## config.mk

```make
export PLATFORM = sky130hd
export DESIGN_NAME = layer_drain_streamer
export DESIGN_NICKNAME = d
export VERILOG_FILES = /design/src/rtl/layer_drain_streamer.sv
export SDC_FILE = /design/constraint.sdc
export NUM_CORES = 1
export LEC_CHECK = 0
export ABC_CLOCK_PERIOD_IN_PS = 2300
export CORE_MARGIN = 2
export CORE_UTILIZATION = 47
export DETAILED_ROUTE_END_ITERATION = 10
export PLACE_DENSITY = 0.79
export SETUP_SLACK_MARGIN = 0.05
export SYNTH_ARGS = -nofsm -noshare
export SYNTH_HDL_FRONTEND = slang
export SYNTH_SLANG_ARGS = --single-unit
```

## constraint.sdc

```tcl
create_clock -name clk_i -period 2.3 [get_ports clk_i]
set_clock_uncertainty 0.15 [all_clocks]
set_input_delay 0.23 -clock clk_i [delete_from_list [all_inputs] [get_ports clk_i]]
set_output_delay 0.23 -clock clk_i [all_outputs]
set_load 0.005 [all_outputs]
```

## src/rtl/layer_drain_streamer.sv

```systemverilog
// layer_drain_streamer: walks a wrap-around range of register-file entries
// through the file's combinational read port and serialises each 32-bit
// entry MSB-first as four bytes on a valid/ready byte stream, carrying the
// entry's pos tag as sideband.
module layer_drain_streamer #(
   parameter int ADDR_W = 5,
   parameter int DATA_W = 32,
   parameter int POS_W  = 4
) (
   input  logic              clk_i,
   input  logic              reset_n,
   input  logic              start_i,
   input  logic [ADDR_W-1:0] base_addr_i,
   input  logic [ADDR_W:0]   count_i,
   output logic [ADDR_W-1:0] op_address_o,
   input  logic [DATA_W-1:0] reg_i,
   input  logic [POS_W-1:0]  pos_i,
   output logic [7:0]        byte_o,
   output logic              byte_valid_o,
   input  logic              byte_ready_i,
   output logic              first_o,
   output logic              last_o,
   output logic [POS_W-1:0]  tag_o,
   output logic              busy_o,
   output logic              done_o
);

   // Largest legal drain length: every entry of the file exactly once.
   localparam logic [ADDR_W:0] MAX_COUNT = {1'b1, {ADDR_W{1'b0}}};
   localparam logic [ADDR_W:0] ONE_COUNT = {{ADDR_W{1'b0}}, 1'b1};

   typedef enum logic [1:0] {
      IDLE  = 2'd0,
      FETCH = 2'd1,
      SEND  = 2'd2,
      DONE  = 2'd3
   } state_t;

   state_t              state_reg, state_next;
   logic [ADDR_W-1:0]   addr_reg, addr_next;
   logic [ADDR_W:0]     remaining_reg, remaining_next;
   logic [DATA_W-1:0]   word_reg, word_next;
   logic [POS_W-1:0]    tag_reg, tag_next;
   logic [1:0]          idx_reg, idx_next;

   logic [ADDR_W:0]     count_clamped;
   logic [1:0]          lane;
   logic                in_send;
   logic                accept;

   assign count_clamped = (count_i > MAX_COUNT) ? MAX_COUNT : count_i;
   assign in_send       = (state_reg == SEND);
   assign accept        = in_send && byte_ready_i;
   // Byte 0 is the most significant byte of the word.
   assign lane          = 2'd3 - idx_reg;

   assign op_address_o  = addr_reg;
   assign tag_o         = tag_reg;
   assign byte_valid_o  = in_send;
   assign byte_o        = in_send ? word_reg[{lane, 3'b000} +: 8] : 8'd0;
   assign first_o       = in_send && (idx_reg == 2'd0);
   assign last_o        = in_send && (idx_reg == 2'd3) && (remaining_reg == ONE_COUNT);
   assign busy_o        = (state_reg != IDLE);
   assign done_o        = (state_reg == DONE);

   // State and datapath registers; reset aborts any drain in progress.
   always_ff @(posedge clk_i or negedge reset_n) begin
      if (!reset_n) begin
         state_reg     <= IDLE;
         addr_reg      <= '0;
         remaining_reg <= '0;
         word_reg      <= '0;
         tag_reg       <= '0;
         idx_reg       <= '0;
      end else begin
         state_reg     <= state_next;
         addr_reg      <= addr_next;
         remaining_reg <= remaining_next;
         word_reg      <= word_next;
         tag_reg       <= tag_next;
         idx_reg       <= idx_next;
      end
   end

   // Next-state and datapath update for the drain sequence.
   always_comb begin
      state_next     = state_reg;
      addr_next      = addr_reg;
      remaining_next = remaining_reg;
      word_next      = word_reg;
      tag_next       = tag_reg;
      idx_next       = idx_reg;
      case (state_reg)
         IDLE: begin
            if (start_i) begin
               addr_next      = base_addr_i;
               remaining_next = count_clamped;
               state_next     = (count_clamped == '0) ? DONE : FETCH;
            end
         end
         FETCH: begin
            // Whatever the file shows at this edge is the captured entry.
            word_next  = reg_i;
            tag_next   = pos_i;
            idx_next   = 2'd0;
            state_next = SEND;
         end
         SEND: begin
            if (accept) begin
               idx_next = idx_reg + 2'd1;
               if (idx_reg == 2'd3) begin
                  remaining_next = remaining_reg - ONE_COUNT;
                  if (remaining_reg == ONE_COUNT) begin
                     state_next = DONE;
                  end else begin
                     // Address wraps naturally at the file depth.
                     addr_next  = addr_reg + ADDR_W'(1);
                     state_next = FETCH;
                  end
               end
            end
         end
         DONE: begin
            state_next = IDLE;
         end
         default: begin
            state_next = IDLE;
         end
      endcase
   end

endmodule

```

==> results of run 1 <==
==> area by class of cell <==
type / instances / area (µm²) / area share, %
multi-input cells: 134 / 1180 / 32.9
clock inverters: 1 / 5.00 / 0.140
repair inverters: 1 / 8.76 / 0.244
repair buffers: 91 / 892 / 24.9
well taps: 70 / 87.6 / 2.44
flip-flops and latches: 51 / 1280 / 35.7
clock buffers: 6 / 82.6 / 2.31
inverters: 9 / 48.8 / 1.36
==> per-layer routing <==
| layer | track usage [%] | routed length (µm) |
|---|---|---|
| met1 | 25.9 | 2380 |
| met4 | 5.18 | 50 |
| met3 | 3.26 | 235 |
| met5 | 0 | 0 |
| met2 | 33.0 | 3000 |
==> path summary, 6_finish.rpt <==
kind	start	end	slack, ns	cells after the start
worst min register to register	word_reg[13]	word_reg[13]	0.36	1
max in group asynchronous	reset_n	remaining_reg[5]	1.14	3
worst min-delay path	reset_n	word_reg[28]	0.32	2
worst max-delay path	idx_reg[0]	byte_o[1]	0.1	5
worst max register to register	idx_reg[0]	remaining_reg[3]	0.22	7
min in group clk_i	word_reg[13]	word_reg[13]	0.36	1
==> repair_timing <==
item,CTS,global route
setup endpoints to repair,10,6
pin swaps,0,4
endpoints found under the hold margin,25,0
hold buffers,1,0
buffers inserted,5,6
cloned,0,1
resized for setup,14,6
==> cells by family (layout without fill, tap and decap cells) <==
family	count (synthesis)	in the layout	share of synthesized area (%)
buf+inv	20	108	4.28
compound gates	36	36	10.1
mux	44	44	23.0
flops	51	51	50.1
simple gates	49	49	9.98
fa+ha+maj	5	5	2.46
==> critical path, delay by kind of cell (launching register included) <==
| family | cells | cell delay, ns |
|---|---|---|
| multiplexers | 1 | 0.48 |
| buffers and inverters | 3 | 0.50 |
| flip-flops | 1 | 0.38 |
| AND/OR/NAND/NOR | 1 | 0.17 |
==> through the flow <==
step                      hold slack (ns)  worst slack, ns
final                               0.317           0.0975
after global routing                0.361           0.0466
after CTS                           0.339          0.00851
after detailed placement            0.124            0.208
after global placement              0.122            0.272
after floorplan                    -0.216            0.479
==> power groups by stage <==
stage	Combinational [µW]	Clock [µW]	Sequential, µW
after floorplan	1390	0	1570
after global placement	2050	0	1640
after detailed placement	2100	0	1670
after CTS	2130	532	1660
after global routing	2450	567	1720
final	2230	515	1670
==> cell usage after synthesis <==
cell	n	share of area, %
a31o_2	1	0.34
nand3_1	3	0.59
nand4b_1	1	0.34
mux4_2	8	7.1
a21oi_1	10	2.0
nor4b_1	1	0.34
a211oi_1	1	0.30
inv_6	1	0.34
inv_1	7	1.0
buf_2	6	1.2
ha_1	5	2.5
nand2b_1	2	0.49
nand2b_4	1	0.54
o31ai_1	2	0.59
clkbuf_1	3	0.44
inv_4	1	0.25
a31oi_1	5	1.2
nor2_1	10	1.5
nor3_1	1	0.20
o22a_1	1	0.34
buf_8	1	0.59
nor2b_1	1	0.25
a22oi_1	1	0.30
o21ai_0	5	0.98
and2_4	1	0.34
a32oi_4	1	1.1
and3_1	1	0.25
nor4_1	1	0.25
a221o_1	2	0.79
a22o_1	3	1.0
o22ai_1	2	0.49
a221oi_1	2	0.69
dfrtp_1	51	50
and2_1	11	2.7
buf_6	1	0.44
nand2_1	15	2.2
mux2_2	36	16
==> results, run 1 <==
- The max-cap check violation count is 0.
- The power density normalized to cell area is around 1200 nW/µm².
- The number of antenna violations at the first check in global routing was 0.
- The synthesized netlist occupies a cell area of approximately 2500 µm².
- The number of pins with negative max-slew slack in the final report was 0.
- By startpoint and endpoint, the worst setup path is classified as reg2out.
- In the final routed layout, each cell accounts on average for ~16 µm.
- The data required time of the worst path is around 1.9 ns.
- For this run, the slowest stage of the critical path takes between 0.4 and 0.5 ns.
- Entering global routing, the biggest net connects 37 pins.
- The number of warnings printed during yosys synthesis is 0.
- In the layout the commonest cells are clkdlybuf4s50_1 (61), dfrtp_1 (50), mux2_2 (36).
- The count of standard-cell rows is 26.
- The data arrival time of the critical path is around 1.8 ns.
- Setup repair after global routing left no endpoint under its margin.
- At the pin with the least slew margin, the transition time is ~0.59 ns.
- After routing the design area is roughly 3600 µm².
- After detailed placement, the design holds a cell count of between 300 and 400.
- The tree is rooted in a clkbuf_8.
- The number of routed nets with antenna violations is 0.
- Global routing finished with a remaining overflow of 0.
- At the end of the flow the core is filled with cells to 69.3%.
- The die covers roughly 6000 µm².
- TritonCTS built the clock tree.
- The number of top-level design ports is 73.
- The post-route fraction of the period consumed by the critical path is 95.8%.
- The post-route netlist has roughly 28% of its cells at a drive strength greater than 1.
- Sequential elements use about half of the synthesized area.
- The count of final hold-check violations is 0.
- The placeable core region is 5170 µm².
- The maximum fanout along the worst path is 6.
- After filler insertion, the fill cell instance count of the layout stands at between 300 and 400.
- Clock tree synthesis inserted a total of 5 buffers.
- The gate count after technology mapping is between 200 and 250.
- The flow ran to the end, and the final reports show no timing, DRC or antenna violations.
- The worst relative slew slack is between 60 and 70%.
- The most common cell after layout, fill and taps aside is clkdlybuf4s50_1.
- The worst-case vdd ir drop is approximately 670 µV.
- The die is around 78 µm tall.
- The completed layout was analyzed and its total power is about 4400 µW.
- The worst hold path belongs to the class in2async.
- The share of total power dissipated in the clock network is roughly an eighth.
- After clock tree synthesis, the clock-pin slew on the worst setup and hold paths is 0.09 ns.
- Derived from the worst setup path, the maximum achievable clock frequency is roughly 450 MHz.
- The shortest clock period the worst path allows after layout is between 2 and 2.5 ns.
- The first-pass iteration count of the detailed router is 4.
- The via count of the first global-routing pass is between 1500 and 2000.
- The HPWL after detailed placement is between 4 and 5 mm.
- The last weighted congestion value of the routability-driven placer is around 0.9.
- The first global-routing pass estimated between 9 and 10 mm of wire.
- The total number of nets in the final design is approximately 350.
- 0 antenna diodes ended up in the layout.
- The synthesized netlist net count is around 260.
- The clock passes through at most 2 buffers.
- The number of non-filler instances in the completed layout is 363.
- The clock tree synthesis step divided the H-tree into 2 levels.
- The number of distinct library cells after synthesis is 37.
- Counting flops and latches in the post-synthesis netlist gives 51.
- The critical path goes through buf_6, buf_4, mux4_2, and2_4, dlygate4sd2_1.
- The starting utilization of the core area is between 40% and 50%.
- The switching fraction of total power is between 30% and 40%.
- The horizontal die dimension is 77.6 µm.
- The detailed router placed between 1500 and 2000 vias in this run.
- Per report_power, the combinational group accounts for between 50% and 60% of the total.
- The cell-internal power is a little under 3000 µW.
- Port buffering added a little over 70 buffers.
- STA classifies the critical path startpoint as a flip-flop.
- The DRC violation total after the first TritonRoute iteration is around 170.
- The all-layer global routing usage is around 19%.
- Summed over all failing endpoints, the final setup total negative slack is 0 ns.
- The mean number of vias per cell is roughly 5.4.
- In this run the cell area measured after placement is between 3000 and 4000 µm².
- The post-synthesis to final-layout area growth is 40.8%.
- The net switching power is between 1000 and 1500 µW.
- The number of remaining DRC errors is 0.
- The number of flip-flops under the largest register name is 32.
- The fraction of power consumed by sequential logic is 37.7%.
- For the worst-skew pair, the clock arrives at the later sink with an insertion delay of ~0.29 ns.
- The kind of end point of the critical path is an output port.
- The worst-path cell with the longest stage delay is mux4_2.
- For this design the static power due to leakage is ~0.0015 µW.
- Setup violations remaining at the end of the flow were counted as 0.
- The sum of routed wire length over all layers is 5.67 mm.
- The average cell area after synthesis is roughly 12 µm².
- The number of clock sinks is 51.
No activity file was read; power rests on OpenSTA's default activity.
==> run 2: changes to the inputs <==
--- a/config.mk
+++ b/config.mk
@@ -7,9 +7,9 @@
 export LEC_CHECK = 0
 export ABC_CLOCK_PERIOD_IN_PS = 2300
 export CORE_MARGIN = 2
-export CORE_UTILIZATION = 47
+export CORE_UTILIZATION = 40
 export DETAILED_ROUTE_END_ITERATION = 10
-export PLACE_DENSITY = 0.79
+export PLACE_DENSITY = 0.69
 export SETUP_SLACK_MARGIN = 0.05
 export SYNTH_ARGS = -nofsm -noshare
 export SYNTH_HDL_FRONTEND = slang
==> results, run 2 (synthesis results as in run 1) <==
- The flow ran to the end, and the final reports show no timing, DRC or antenna violations.
- The mean number of vias per cell is around 5.1.
- The highest layer touched by signal routing is met4.
- The worst hold-check path type is in2async.
- The data arrival time of the critical path is 1.80 ns.
- For this block, wires on met1 add up to ~2.4 mm.
- The startpoint of the lowest-slack register-to-register path is idx_reg[0].
- In this run the number of cells on the critical path is 5.
- In this run the critical register-to-register path is captured at remaining_reg[3].
- For this run, the top clock speed supported by timing is between 400 and 500 MHz.
- The worst-case reg-to-reg path depth is 7.
- The timing startpoint of the critical path is idx_reg[0].
- The first-pass GRT wire length is approximately 9.4 mm.
- The final-report setup violation count is 0.
- The number of antenna violations at the first check in global routing came to 0.
- Setup slack closes at 0.118 ns.
- Counting stages on the worst path, the most repeated cell is buf_6.
- The number of remaining DRC errors is 0.
- The timing endpoint of the critical path is byte_o[3].
- Summed over all cells, the static leakage comes to around 0.0015 µW.
- Across the run, the number of max-cap violations was 0.
- Relative to the synthesized area, the layout overhead comes to 40.7%.
- At the worst endpoint, the required time is 1.92 ns.
- For this design, the slowest cell found on the critical path is mux4_2.
- The all-layer global routing usage is about 17%.
- After layout, the minimum clock period comes to 2.18 ns.
- Together, buffers and inverters on the worst path number 3.
- The worst setup path is launched from a flip-flop.
- In the layout the commonest cells are clkdlybuf4s50_1 (61), dfrtp_1 (50), mux2_2 (36).
- The routed layout has roughly 1900 vias.
- The starting utilization of the core area is 40.8%.
- Summed over all nets, wire length on met3 after detailed routing comes to 249 µm.
- The detailed-route wire length per cell is between 10 and 15 µm.
- The pin count of the biggest net entering global routing is 33.
- No sink is reached through more buffers than the 2 on the longest clock path.
- The detailed-routed wire length on met2 is roughly 2.8 mm.
- Buffers placed on the I/O ports in this run total 72.
- During I/O placement, the number of pins put on the boundary was between 70 and 80.
- The last weighted congestion value of the routability-driven placer is 0.841.
- The register with the most flip-flops in the layout has 32 of them.
- The worst setup slack after placement is about 0.26 ns.
- The via count of the first global-routing pass is 1959.
- The vertical extent of the die is about 84 µm.
- The worst-case vdd ir drop is around 540 µV.
- The kind of end point of the critical path is an output port.
- Setup repair after global routing could not meet its margin everywhere.
- The total die area is ~7000 µm².
- The detailed router finished its first iteration with between 80 and 90 violations.
- For flop-to-flop paths, the worst setup slack is roughly 0.28 ns.
- For the pin with the worst max-slew slack, the measured transition is 0.480 ns.
- Power spread over the standard cell area amounts to between 1000 and 1500 nW/µm².
- Counting the buffers created by CTS gives 5.
- The CTS H-tree depth is 2.
- The smallest hold slack is 0.250 ns.
- The number of pins with negative max-slew slack in the final report was 0.
- The first detailed-routing pass took 4 iterations.
- The number of non-filler instances in the completed layout is between 300 and 400.
- After layout, the worst path uses between 90% and 100% of the clock period.
- The count of final hold-check violations was 0.
- The critical path is of the reg2out type.
- In this run the core area contains 29 standard-cell rows.
- From left edge to right edge, the die measures roughly 84 µm.
- The maximum cell stage delay along the critical path is ~0.47 ns.
- The maximum fanout along the worst path is 3.
- The worst relative slew slack is slightly below 70%.
- Cells with a size suffix above 1 make up around 28% of the layout.
- The TritonCTS clock tree is built.
- The placeable core region is about 6200 µm².
- 0 antenna diodes ended up in the layout.
- Setup total negative slack on the finished layout was measured at 0 ns.
- The total number of nets in the final design is between 300 and 400.
- The final layout contains routed wiring with a total length of 5.50 mm.
- Traced cell by cell, the critical path runs through buf_6, buf_6, mux4_2, and2_1, dlygate4sd2_1.
- After routing the design area is 3580 µm².
- The HPWL after detailed placement is slightly below 4 mm.
- Counting tap cells, the placed design contains a total of between 300 and 400 instances.
- The latest clock arrival within the worst-skew pair is around 0.32 ns.
- After clock tree synthesis, the clock-pin slew on the worst setup and hold paths is 0.11 ns.
- Leaving out fill and tap cells, the most frequent cell in the layout is clkdlybuf4s50_1.
- In this run the cell area measured after placement is 3380 µm².
- The critical path's top delay family is buffers and inverters.
- CTS placed an instance of clkbuf_8 at the clock tree root.
- In this run the remaining antenna-violating nets after routing total 0.
- The number of clock sinks is between 50 and 60.
- For this run the aggregate overflow at the end of global routing stands at 0.
-- run 2: how the worst min path moves through the flow --
stage | start | end | slack (ns) | depth (start not counted)
after floorplan | reset_n | idx_reg[0] | -0.22 | 0
after global placement | reset_n | op_address_o[1] | 0.07 | 1
after detailed placement | reset_n | op_address_o[1] | 0.07 | 1
after CTS | reset_n | tag_o[2] | 0.27 | 2
after global routing | reset_n | tag_o[2] | 0.29 | 2
final | reset_n | tag_o[2] | 0.25 | 2
-- run 2: where the power goes --
part	switching (µW)	internal (µW)	leakage, µW
sequential	287	1350	0.000602
clock	340	226	0.0000467
combinational	872	1320	0.000864
-- run 2: layout make-up --
class | instances | area (µm²)
Clock buffer | 5 | 68.8
Timing Repair inverter | 1 | 8.76
Timing Repair Buffer | 88 | 866
Inverter | 9 | 48.8
Sequential cell | 51 | 1280
Multi-Input combinational cell | 134 | 1190
Clock inverter | 3 | 27.5
Tap cell | 77 | 96.3
Fill cell | 557 | 2660
-- run 2: through the flow --
step                total power (µW)  utilization, %
floorplan                       2960               -
global placement                3720            54.2
detailed placement              3760            54.2
CTS                             4380            56.8
global route                    4750            57.4
finish                          4400            57.4
-- run 2: repair_timing --
| action | CTS | global route |
|---|---|---|
| gates cloned | 1 | 0 |
| setup endpoints to repair | 9 | 6 |
| endpoints found under the hold margin | 19 | 0 |
| pin swaps | 0 | 3 |
| buffers inserted | 4 | 1 |
| hold buffers | 1 | 0 |
| resized for setup | 14 | 12 |
-- run 2: per-layer routing --
metal	vias up	GRT usage, %
met5	-	0
met4	0	5.87
met3	7	3.76
met2	46	27.2
met1	919	22.3
li1	918	-
==> run 3: changes to the inputs <==
--- a/config.mk
+++ b/config.mk
@@ -6,7 +6,6 @@
 export NUM_CORES = 1
 export LEC_CHECK = 0
 export ABC_CLOCK_PERIOD_IN_PS = 2300
-export CORE_MARGIN = 2
 export CORE_UTILIZATION = 40
 export DETAILED_ROUTE_END_ITERATION = 10
 export PLACE_DENSITY = 0.69
==> results, run 3 (synthesis results as in run 1) <==
- The CTS H-tree depth is 2.
- The floorplan step set the die height to just over 80 µm.
- Counting the fill cells in the layout gives between 500 and 600.
- The starting utilization of the core area is a little over two fifths.
- The share of post-route cells with drive strength above 1 is between 20 and 30%.
- Buffers inserted during clock tree synthesis total 5.
- Counting I/O delays and the setup requirement, the final critical path takes ~2.2 ns.
- The number of routed nets with antenna violations is 0.
- The finished cells cover 3590 µm².
- The number of antenna violations at the first check in global routing is 0.
- For this block, the initial DRC count from the detailed router was 74.
- The maximum fanout along the worst path is 5.
- The total number of nets in the final design is between 300 and 400.
- The sum of overflow across all layers after global routing is 0.
- Port buffering added a little over 70 buffers.
- At the end of routability-driven placement, the weighted congestion stood at just over 0.9.
- The post-route fraction of the period consumed by the critical path is between 90% and 100%.
- Prior to clock tree synthesis, the placed netlist has a worst setup slack of between 0.2 and 0.3 ns.
- Across the run, the number of max-cap violations was 0.
- The sum of routed wire length over all layers is ~5.7 mm.
- The via count of the first global-routing pass is roughly 2000.
- STA classifies the critical path startpoint as a flip-flop.
- The number of top-level design ports is between 70 and 80.
- The power density normalized to cell area is ~1200 nW/µm².
- The die covers 6690 µm².
- The clock root buffer is clkbuf_8.
- Setup slack closes at slightly above 0.07 ns.
- The placeable core region is approximately 6000 µm².
- The number of pins with negative max-slew slack in the final report is 0.
- In this run the core area contains 28 standard-cell rows.
- Clock-pin slew was measured on the worst setup and hold paths at ~0.1 ns.
- The wire-length estimate of the detail-placed layout is between 3 and 4 mm.
- The detailed-route wire length per cell is 15.4 µm.
- Across the VDD grid, the largest voltage drop is between 600 and 700 µV.
- The transition time at the pin with the least slew margin is around 0.49 ns.
- The pre-antenna-repair detailed-routing pass consisted of 4 iterations.
- The setup TNS after final layout is 0 ns.
- The horizontal die dimension is slightly above 80 µm.
- The count of final hold-check violations came to 0.
- The type of the worst setup path is reg2out.
- The first-pass GRT wire length is about 9.4 mm.
- Clock latency on the worst-skew pair, taken at its later pin, is around 0.30 ns.
- The worst setup path is captured at an output port.
- The worst hold-check path type is in2async.
- In the routed design, unresolved DRC markers number 0.
- The clock passes through at most 2 buffers.
- The area growth from synthesis to layout is 41.2%.
- Once placement finished, the instance area stood at 3370 µm².
- The TritonCTS clock tree is built.
- The number of non-filler instances in the completed layout is 372.
- Once placement completed, the tool counted placed cells totaling 350.
- The data arrival time of the critical path is between 1.5 and 2 ns.
- The count of inserted antenna diode cells is 0.
- Leaving out fill and tap cells, the most frequent cell in the layout is clkdlybuf4s50_1.
- The number of flip-flops under the largest register name is 32.
- After detailed routing, the number of vias per cell comes to around 5.3.
- Static timing analysis puts the maximum clock frequency at 449 MHz.
- The data required time of the worst path is between 1.5 and 2 ns.
- The run finished with clean final reports.
- The detailed router placed between 1500 and 2000 vias in this run.
- Setup repair after global routing could not meet its margin everywhere.
- The worst relative slew slack is ~68%.
- The all-layer global routing usage is a little under a fifth.
- Summed over all cells, the static leakage comes to 0.00153 µW.
- The final-report setup violation count is 0.
- Leaving out fill and tap cells, the most frequent cells in the layout are clkdlybuf4s50_1 (62), dfrtp_1 (50), mux2_2 (36).
- Counting every sink on the clock net gives around 50.
- The pin count of the biggest net entering global routing is 38.
run 3: cell count changes in the layout (fill, tap and decap cells not counted), sizes merged:
cell	before	now
dlymetal6s2s	2	1
clkdlybuf4s50	61	62
dlygate4sd2	4	7
clkdlybuf4s15	4	0
buf	16	22
clkbuf	5	6
run 3: cell type report:
| class | instances | area (µm²) | share of cell area [%] |
|---|---|---|---|
| Sequential cell | 51 | 1280 | 35.5 |
| Clock inverter | 3 | 25.0 | 0.696 |
| Tap cell | 75 | 93.8 | 2.61 |
| Timing Repair inverter | 1 | 8.76 | 0.244 |
| Clock buffer | 5 | 68.8 | 1.91 |
| Timing Repair Buffer | 94 | 892 | 24.8 |
| Multi-Input combinational cell | 134 | 1180 | 32.8 |
| Inverter | 9 | 48.8 | 1.36 |
run 3: timing repair:
action	in CTS	in global routing
gates resized for setup	13	7
buffers inserted	8	4
hold buffers	1	0
hold endpoints to repair	20	0
gates cloned	1	0
pin swaps	0	1
setup endpoints to repair	9	6
run 3: path summary, 6_finish.rpt:
check	from	end	slack, ns	cells after the start
max	idx_reg[0]	byte_o[2]	0.07	5
min	reset_n	word_reg[29]	0.28	2
max reg2reg	idx_reg[0]	remaining_reg[3]	0.25	7
min reg2reg	word_reg[6]	word_reg[6]	0.36	1
max in group asynchronous	reset_n	idx_reg[1]	1.04	3
min in group clk_i	base_addr_i[1]	op_address_o[1]	0.36	3
run 3: per-stage QoR:
step                      power (µW)  util, %  hold slack [ns]
after detailed placement        3760     56.0           0.0731
final                           4420     59.7            0.276
after floorplan                 2960        -           -0.216
after CTS                       4400     59.0            0.265
after global placement          3720     56.0           0.0705
after global routing            4760     59.7            0.320
run 3: worst max-delay path, stage by stage (launching register included):
cell and delay, ns:
dfrtp_1 0.39, buf_6 0.14, buf_4 0.12, mux4_2 0.48
and2_4 0.17, dlygate4sd2_1 0.25
run 3: power by group:
part	switching, µW	internal [µW]	leakage (µW)	total [µW]
combinational	900	1350	0.000880	2250
sequential	282	1350	0.000602	1630
clock	313	222	0.0000452	535
run 3: routing by layer:
metal  wire (µm)  up-vias  share of wire (%)  GRT usage (%)
met1        2490      979                 44           24.2
met4          47        0               0.82           3.51
met2        2930       58                 51           32.0
met3         256        5                4.5           2.67
met5           0        -                  0              0
li1            -      927                  -              -
